`src/rtl/alu16_reg_if.sv`:
```
// alu16_reg_if: operand/result bundle for the registered ALU stage.
//
// Signals:
//   inM, inN  operands                   (master -> slave)
//   opc       operation select           (master -> slave)
//   inC       carry/borrow/shift-in bit  (master -> slave)
//   outF      registered result          (slave -> master)
//   zer       registered zero flag       (slave -> master)
//   neg       registered negative flag   (slave -> master)
//   co        registered carry/borrow    (slave -> master)
//
// Handshake: there is none. Every rising clk edge accepts the operands
// present at that edge, and the result shows up one cycle later. There is
// no valid/ready pair and no stall.
interface alu16_reg_if #(
    parameter int WIDTH = 16
);
    logic [WIDTH-1:0] inM;
    logic [WIDTH-1:0] inN;
    logic [2:0]       opc;
    logic             inC;
    logic [WIDTH-1:0] outF;
    logic             zer;
    logic             neg;
    logic             co;

    modport master (
        output inM, inN, opc, inC,
        input  outF, zer, neg, co
    );

    modport slave (
        input  inM, inN, opc, inC,
        output outF, zer, neg, co
    );
endinterface

```
`src/rtl/alu16_reg.sv`:
```
// alu16_reg: registered arithmetic/logic unit with a 3-bit opcode and carry-in.
//
// Ports:
//   clk    system clock, rising edge
//   rst_n  synchronous active-low reset
//   bus    alu16_reg_if slave modport (operands in, registered result/flags out)
//
// Opcodes: 000 ADD, 001 SUB, 010 AND, 011 OR, 100 XOR, 101 NOT, 110 SHL,
// 111 reserved (result 0). Latency is exactly one cycle, and all outputs
// are registered.
module alu16_reg #(
    parameter int WIDTH = 16
) (
    input  logic         clk,
    input  logic         rst_n,
    alu16_reg_if.slave   bus
);
    logic [WIDTH:0]   sumExt;
    logic [WIDTH:0]   diffExt;
    logic [WIDTH:0]   cinExt;
    logic [WIDTH-1:0] nextF;
    logic             nextCo;

    assign cinExt = {{WIDTH{1'b0}}, bus.inC};

    // One extra bit holds the carry. For the difference, that bit is the
    // borrow, because it is set exactly when M < N + inC.
    assign sumExt  = {1'b0, bus.inM} + {1'b0, bus.inN} + cinExt;
    assign diffExt = {1'b0, bus.inM} - {1'b0, bus.inN} - cinExt;

    always_comb begin
        nextF  = '0;
        nextCo = 1'b0;
        case (bus.opc)
            3'b000: begin
                nextF  = sumExt[WIDTH-1:0];
                nextCo = sumExt[WIDTH];
            end
            3'b001: begin
                nextF  = diffExt[WIDTH-1:0];
                nextCo = diffExt[WIDTH];
            end
            3'b010: nextF = bus.inM & bus.inN;
            3'b011: nextF = bus.inM | bus.inN;
            3'b100: nextF = bus.inM ^ bus.inN;
            3'b101: nextF = ~bus.inM;
            3'b110: begin
                nextF  = {bus.inM[WIDTH-2:0], bus.inC};
                nextCo = bus.inM[WIDTH-1];
            end
            // The reserved code and any unknown opcode both fall here. The
            // result is a clean zero, so a bad opcode spoils only one result.
            default: begin
                nextF  = '0;
                nextCo = 1'b0;
            end
        endcase
    end

    // The flags are computed from the same nextF that is being registered,
    // so they always agree with outF.
    always_ff @(posedge clk) begin
        if (!rst_n) begin
            bus.outF <= '0;
            bus.zer  <= 1'b1;
            bus.neg  <= 1'b0;
            bus.co   <= 1'b0;
        end else begin
            bus.outF <= nextF;
            bus.zer  <= (nextF == '0);
            bus.neg  <= nextF[WIDTH-1];
            bus.co   <= nextCo;
        end
    end
endmodule

```
`src/flat_wrapper.sv`:
```
// flat-port wrapper written by rule: the top's interface ports become plain ports
module alu16_reg_flat 
#(
    parameter int WIDTH = 16
)
  (clk, rst_n, bus_inM, bus_inN, bus_opc, bus_inC, bus_outF, bus_zer, bus_neg, bus_co);
  alu16_reg_if #(.WIDTH(WIDTH)) bus_i ();
  input  logic clk;
  input  logic rst_n;
  input wire logic [$bits(bus_i.inM)-1:0] bus_inM;
  input wire logic [$bits(bus_i.inN)-1:0] bus_inN;
  input wire logic [$bits(bus_i.opc)-1:0] bus_opc;
  input wire logic [$bits(bus_i.inC)-1:0] bus_inC;
  output wire logic [$bits(bus_i.outF)-1:0] bus_outF;
  output wire logic [$bits(bus_i.zer)-1:0] bus_zer;
  output wire logic [$bits(bus_i.neg)-1:0] bus_neg;
  output wire logic [$bits(bus_i.co)-1:0] bus_co;
  assign bus_i.inM = bus_inM;
  assign bus_i.inN = bus_inN;
  assign bus_i.opc = bus_opc;
  assign bus_i.inC = bus_inC;
  assign bus_outF = bus_i.outF;
  assign bus_zer = bus_i.zer;
  assign bus_neg = bus_i.neg;
  assign bus_co = bus_i.co;
  alu16_reg #(.WIDTH(WIDTH)) u_core (.clk(clk), .rst_n(rst_n), .bus(bus_i));
endmodule
```
`config.mk`:
```
export PLATFORM = sky130hd
export DESIGN_NAME = alu16_reg_flat
export DESIGN_NICKNAME = d
export VERILOG_FILES = /design/src/rtl/alu16_reg_if.sv /design/src/rtl/alu16_reg.sv /design/src/flat_wrapper.sv
export SDC_FILE = /design/constraint.sdc
export NUM_CORES = 1
export LEC_CHECK = 0
export CORE_MARGIN = 2
export CORE_UTILIZATION = 54
export CTS_BUF_LIST = sky130_fd_sc_hd__clkbuf_8
export DETAILED_ROUTE_END_ITERATION = 6
export GPL_TIMING_DRIVEN = 1
export PLACE_DENSITY = 0.85
export SYNTH_ARGS = -nofsm -noshare
export SYNTH_HDL_FRONTEND = slang
export SYNTH_SLANG_ARGS = --single-unit
```
`constraint.sdc`:
```
create_clock -name clk -period 3.49 [get_ports clk]
set_clock_uncertainty 0.1 [all_clocks]
set_input_delay 0.5235 -clock clk [delete_from_list [all_inputs] [get_ports clk]]
set_output_delay 0.5235 -clock clk [all_outputs]
set_load 0.01 [all_outputs]
```
==> results of run 1 <==
## metal layers
| metal | wire length [um] | vias to the layer above | track usage, % |
|---|---|---|---|
| met2 | 5720 | 231 | 51.02 |
| met5 | 0 | - | 0 |
| met4 | 214 | 0 | 6.638 |
| li1 | - | 2001 | - |
| met3 | 920 | 30 | 1.540 |
| met1 | 5520 | 1953 | 44.96 |
## power by group
group / switching [W] / internal, W
sequential: 0.00000496 / 0.000226
combinational: 0.000466 / 0.000445
clock: 0.0000630 / 0.0000999
## per-stage QoR
stage | hold slack (ps) | area [um^2]
floorplan | 479.2 | 3623
global placement | 1101 | 4822
detailed placement | 1096 | 4822
CTS | 847.5 | 4905
global route | 915.2 | 5160
finish | 857.1 | 5160
## worst paths after layout
check | depth (start not counted) | start | end
hold / removal | 2 | rst_n | u_core.bus.zer
setup / recovery | 13 | bus_inM[2] | u_core.bus.zer
## area by class of cell
| type | instances | area share, % |
|---|---|---|
| flip-flops and latches | 18 | 6.984 |
| multi-input cells | 394 | 61.74 |
| inverters | 57 | 4.146 |
| repair buffers | 142 | 24.20 |
| clock buffers | 4 | 1.067 |
| well taps | 77 | 1.867 |
## Yosys cell counts (3+ instances only)
master,count,area (um^2)
ha_1,62,775.7
inv_1,56,210.2
a21oi_1,40,200.2
nor2_1,40,150.1
nand2_1,35,131.4
o21ai_0,26,130.1
dfxtp_1,18,360.4
mux2i_1,15,150.1
nand3_1,13,65.06
buf_2,11,55.05
o211ai_1,11,82.58
xnor2_1,10,87.58
a21o_1,9,67.56
and2_1,9,56.30
nor2b_1,9,56.30
a211oi_1,8,60.06
nor3_1,8,40.04
clkbuf_1,7,26.28
nand2b_1,7,43.79
o22ai_1,7,43.79
xor2_1,7,61.31
o221ai_1,5,43.79
or3_1,5,31.28
fa_1,4,80.08
nor4_1,4,25.02
o21a_1,4,30.03
o21ai_1,4,20.02
a222oi_1,3,30.03
a31oi_1,3,18.77
nand3b_1,3,22.52
## sequential cells by signal (all words and copies together) (netlist names)
name and count:
u_core.bus.co 1, u_core.bus.neg 1, u_core.bus.outF 15, u_core.bus.zer 1
## cell families after synthesis
logic type	share of synthesized area, %
flops	9.945
compound gates	29.11
simple gates	19.89
buf+inv	8.564
mux	4.765
xor+xnor	4.109
fa+ha+maj	23.62
## repair_timing
item | 4_1_cts | 5_1_grt
pin swaps | 7 | 21
hold endpoints to repair | 0 | 0
resized for setup | 12 | 53
setup buffers | 0 | 2
endpoints found under the setup margin | 4 | 4
==> metrics, run 1 <==
Most common cell on crit path=buf_4; crit path DAT=3430 ps; Final setup viols=0; layout cells sized above 1=23.58%; initial core utilization=56.42%; n_diodes=0; final antenna-violating net count=0; setup ws final=109.5 ps; gr usage total=31.08%; CTS tree=done; DRC=0; crit-path max FO=3; Yosys warnings=0; register area=360.3 um^2; initial antenna violation count=0; placed cells=686; Cell Chain, Critical Path=clkdlybuf4s50_1 > inv_1 > ha_4 > buf_4 > nor4_4 > buf_4 > a221oi_4 > a2111oi_4 > nor2_1 > xor2_1 > a211oi_2 > nand3b_1 > o41ai_2; core area=6422 um^2; CP bufs+invs=4; Post-Syn Area per Cell=7.395 um^2; Post-Syn Instances=490; vias=4215; Pre-antenna DRT Iters=5; CTS clk-pin slew, worst paths=60 ps; register area share after synthesis=9.945%; slowest CP cell=clkdlybuf4s50_1; leading cell type in the layout, fill and taps excluded=buf_4; gpl congestion=0.9990; Top FF cell, synth=dfxtp_1; Crit Path Category=in -> reg; CP peak stage delay=480 ps; post-layout min period=3381 ps; Setup TNS Final=0 ps; # port buffers=56; syn_nets=594; boundary pin count=57; Inserted Clock Buffers=3; area of the mapped netlist=3623 um^2; element type at the critical path end=register; wire per inst=17.88 um; Slew @ Worst Pin=792.2 ps; FMAX=295.8 MHz; commonest cells after routing, fill and taps aside=buf_4, ha_1, inv_1; hold crit path type=in -> reg; Avg Vias per Cell=6.091; fin util=80.34%; maximum vdd drop=164.4 uV; final hold violations=0; clock buffer depth=2; EDFF count, synth=0; Area Growth Syn to Fin=42.40%; register bit total from synthesis=18; Root Driver=clkbuf_8; post-synth cell types=66; Power Total=0.001304 W; htree depth=1; drt total wl=12.38 mm; Non-Filler Instances=692; status=finished clean; # fillers=435; max-capacitance violation count=0; post-DP HPWL=9.358 mm; Placement Setup Slack=-527.1 ps; CTS sink cnt=18; Async SR Flop Fraction=0%; largest net degree at the start of global routing=35; area of the multi-input gates=3186 um^2; Final Slew Violations=0; Worst slew margin=47.08%; vias in the first global route=3873; Die Height=85.92 um; First DRT Iteration DRCs=344; PwrDens=252.7 nW/um^2; critical path's top delay family=compound AO/OA/AOI/OAI gates; floorplan row count=29; Die W=85.92 um; critical path required time=3540 ps; Period Utilization, post-route=96.86%; hold_buf cts=0; Worst setup SP type=input port; fin nets=720; Leak Pwr=2.431 nW; first-pass GRT wire length=18.64 mm; die area=7381 um^2; grt total ovfl=0
Note: power is estimated with default switching activity, not from simulation.
==> run 2, diff against run 1 <==
Settings changed: CORE_ASPECT_RATIO from default to 1.75.
==> metrics, run 2 (synthesis results as in run 1) <==
Slew @ Worst Pin=655.1 ps; htree depth=1; final antenna-violating net count=0; fin util=80.18%; crit path DAT=3450 ps; Root Driver=clkbuf_8; First DRT Iteration DRCs=348; commonest cells after routing, fill and taps aside=buf_4, ha_1, inv_1; first-pass GRT wire length=20.93 mm; die area=7407 um^2; grt total ovfl=0; Pre-antenna DRT Iters=7; area of the multi-input gates=3194 um^2; DRC=0; Die W=65.92 um; element type at the critical path end=register; crit-path max FO=3; post-layout min period=3384 ps; # fillers=449; final hold violations=0; layout cells sized above 1=24.35%; vias=4377; Setup TNS Final=0 ps; core area=6490 um^2; Crit Path Category=in -> reg; part of the power in combinational logic=70.0%; FMAX=295.5 MHz; max reg flops=15; Power Total=0.001342 W; initial antenna violation count=0; leading cell type in the layout, fill and taps excluded=buf_4; wire per inst=19.55 um; Worst setup SP type=input port; n_diodes=0; P_sw=0.0005601 W; Final setup viols=0; Leak Pwr=2.434 nW; max-capacitance violation count=0; Reg power frac=17.4%; status=finished clean; CP peak stage delay=590 ps; CTS sink cnt=18; Inserted Clock Buffers=3; register area=360.3 um^2; slowest CP cell=fa_1; initial core utilization=55.83%; CTS clk-pin slew, worst paths=70 ps; maximum vdd drop=169.6 uV; Area Growth Syn to Fin=43.61%; fin nets=725; Die Height=112.4 um; post-DP HPWL=10.32 mm; Avg Vias per Cell=6.235; Final Slew Violations=0; boundary pin count=57; hold_buf cts=0; floorplan row count=39; clock buffer depth=2; drt total wl=13.73 mm; PwrDens=257.9 nW/um^2; CTS tree=done; P_int=0.0007822 W; Period Utilization, post-route=96.97%; largest net degree at the start of global routing=35; vias in the first global route=4388; Biggest register=u_core.bus.outF; # port buffers=56; critical path required time=3550 ps; gr usage total=36.12%; hold crit path type=in -> reg; Worst slew margin=56.24%; Switching Share=41.72%; Clk network pwr share=12.6%; Cell Chain, Critical Path=dlygate4sd2_1 > fa_1 > ha_1 > o21ai_2 > buf_6 > a221oi_4 > a2111oi_4 > buf_4 > o41ai_4 > xnor2_1 > o211ai_1 > nand3b_1 > o41ai_2; gpl congestion=1.009
-- run 2: path summary, 6_finish.rpt --
kind        from              to  slack (ps)  cells after the start
min        rst_n  u_core.bus.zer         880                      2
max   bus_inM[0]  u_core.bus.zer         110                     13
-- run 2: area by class of cell --
class	count	share of cell area, %
Multi-Input combinational cell	394	61.38
Timing Repair Buffer	147	24.55
Sequential cell	18	6.925
Inverter	57	4.112
Tap cell	82	1.972
Clock buffer	4	1.058
-- run 2: timing repair --
action                                  4_1_cts  5_1_grt
gates cloned                                  0        0
setup buffers                                 2        5
hold endpoints to repair                      0        0
endpoints found under the setup margin        2        4
resized for setup                            15       51
pin swaps                                     9       16
-- run 2: power groups by stage --
stage / combinational [W] / clock [W] / sequential [W]
floorplan: 0.000463 / 0 / 0.000246
CTS: 0.000859 / 0.000170 / 0.000233
global route: 0.00101 / 0.000181 / 0.000234
detailed placement: 0.000832 / 0 / 0.000238
global placement: 0.000814 / 0 / 0.000237
finish: 0.000940 / 0.000170 / 0.000233
-- run 2: routing by layer --
| metal | vias up | track usage (%) | share of wire, % |
|---|---|---|---|
| li1 | 2000 | - | - |
| met1 | 2068 | 34.99 | 34 |
| met2 | 235 | 70.64 | 54 |
| met3 | 74 | 3.407 | 5.0 |
| met4 | 0 | 19.58 | 6.9 |
| met5 | - | 0 | 0 |
-- run 2: through the flow --
stage	setup WS, ps	hold slack (ps)	instances	cell area, um^2
global route	-17.71	901.4	702	5204
CTS	3.755	871.5	697	4951
global placement	-355.1	1107	691	4828
detailed placement	-430.0	1136	691	4828
finish	105.6	877.6	702	5204
floorplan	398.2	479.2	490	3623
-- run 2: worst max-delay path: cells and delay by family --
family	cells	cell delay [ps]
xor+xnor	1	150
simple gates	1	200
fa+ha+maj	2	800
buf+inv	3	580
compound gates	6	1190
==> run 3, diff against run 2 <==
Settings changed: PLACE_DENSITY 0.85 to 0.88.
==> metrics, run 3 (synthesis results as in run 1) <==
# fillers=449; Inserted Clock Buffers=3; vias in the first global route=4449; initial core utilization=55.83%; Setup TNS Final=0 ps; Root Driver=clkbuf_8; Switching Share=41.83%; critical path required time=3540 ps; met3 Track Usage GR=3.206%; Most common cell on crit path=buf_4; crit path DAT=3420 ps; Leak Pwr=2.343 nW; layout cells sized above 1=21.14%; post-layout min period=3375 ps; element type at the critical path end=register; Area Growth Syn to Fin=39.61%; area of the multi-input gates=3126 um^2; largest net degree at the start of global routing=33; GRT met1 Usage=32.94%; # port buffers=56; floorplan row count=39; register area=360.3 um^2; gpl congestion=0.9985; Clk network pwr share=11.2%; FMAX=296.3 MHz; hold crit path type=in -> reg; Worst Hold Slack=856.0 ps; Pre-antenna DRT Iters=7; first-pass GRT wire length=20.16 mm; Die Height=112.4 um; CP peak stage delay=470 ps; Period Utilization, post-route=96.71%; status=finished clean; boundary pin count=57; die area=7407 um^2; Worst setup SP type=input port; final antenna-violating net count=0; grt total ovfl=0; Crit Path Category=in -> reg; Hold Crit Endpoint=u_core.bus.zer; clock buffer depth=2; Cell Chain, Critical Path=clkdlybuf4s50_1 > buf_4 > ha_1 > buf_4 > o21ai_0 > a21oi_1 > a31oi_1 > o22ai_1 > o41ai_2 > xor2_1 > o21ai_1 > and2_1; core area=6490 um^2; wire per inst=18.68 um; slowest CP cell=o41ai_2; vias=4259; leading cell type in the layout, fill and taps excluded=buf_4; Avg Vias per Cell=6.110; P_sw=0.0005287 W; DRC=0; commonest cells after routing, fill and taps aside=buf_4, inv_1, ha_1; drt total wl=13.02 mm; P_int=0.0007353 W; final hold violations=0; htree depth=1; initial antenna violation count=0; part of the power in combinational logic=70.4%; max-capacitance violation count=0; Worst slew margin=55.52%; Die W=65.92 um; max reg flops=15; gr usage total=34.74%; PwrDens=249.9 nW/um^2; CTS tree=done; critical path startpoint=bus_inN[5]; maximum vdd drop=191.7 uV; Reg power frac=18.4%; CTS clk-pin slew, worst paths=70 ps; post-DP HPWL=10.09 mm; Slew @ Worst Pin=665.9 ps; met2 Usage GRT=66.87%; First DRT Iteration DRCs=264; min-delay src=rst_n; hold depth=2; crit-path max FO=4; n_diodes=0; fin nets=721; Final setup viols=0; Final Slew Violations=0; CTS sink cnt=18; GRT Max-Usage Layer=met2; Biggest register=u_core.bus.outF
[run 3: layer usage]
metal	part of all wire [%]	up-vias
met5	0	-
met4	8.1	0
met3	4.4	82
met2	55	193
met1	33	1988
li1	-	1996
[run 3: layout make-up]
| type | instances | share of cell area (%) |
|---|---|---|
| flip-flops and latches | 18 | 7.123 |
| multi-input cells | 394 | 61.79 |
| inverters | 57 | 4.230 |
| repair buffers | 143 | 24.02 |
| well taps | 82 | 2.028 |
| clock buffers | 3 | 0.8162 |
[run 3: power by group through the flow]
stage	Sequential, W	Clock (W)	Combinational [W]
6_report	0.000232	0.000141	0.000890
5_1_grt	0.000234	0.000151	0.000960
4_1_cts	0.000232	0.000140	0.000839
3_5_place_dp	0.000237	0	0.000823
3_3_place_gp	0.000237	0	0.000808
2_1_floorplan	0.000246	0	0.000463
[run 3: worst max-delay path, delay by kind of cell]
kind                     cells  cell delay [ps]
AND/OR/NAND/NOR              1              210
XOR/XNOR                     1              190
buffers and inverters        3              800
AO/OA/AOI/OAI                6             1430
adder cells (fa/ha/maj)      1              260
[run 3: through the flow]
| step | instance area, um^2 | cells | setup slack, ps | utilization, % | power (W) |
|---|---|---|---|---|---|
| after CTS | 4917 | 697 | 5.391 | 75.77 | 0.001211 |
| final | 5059 | 697 | 114.9 | 77.94 | 0.001264 |
| after detailed placement | 4831 | 693 | -464.4 | 74.44 | 0.001059 |
| after global placement | 4831 | 693 | -338.1 | 74.44 | 0.001044 |
| after floorplan | 3623 | 490 | 398.2 | - | 0.0007096 |
| after global routing | 5059 | 697 | -47.92 | 77.94 | 0.001345 |
[run 3: worst max path at each step]
stage,slack (ps),cells after the start,to
floorplan,400,11,u_core.bus.zer
global placement,-340,13,u_core.bus.zer
detailed placement,-460,12,u_core.bus.zer
CTS,5,12,u_core.bus.zer
global route,-50,12,u_core.bus.zer
finish,110,12,u_core.bus.outF[13]
[run 3: repair_timing]
item                                    in CTS  in global routing
hold endpoints to repair                     0                  0
setup buffers                                1                  0
pin swaps                                    6                 18
hold buffers                                 0                  0
resized for setup                           11                 26
endpoints found under the setup margin       4                  4
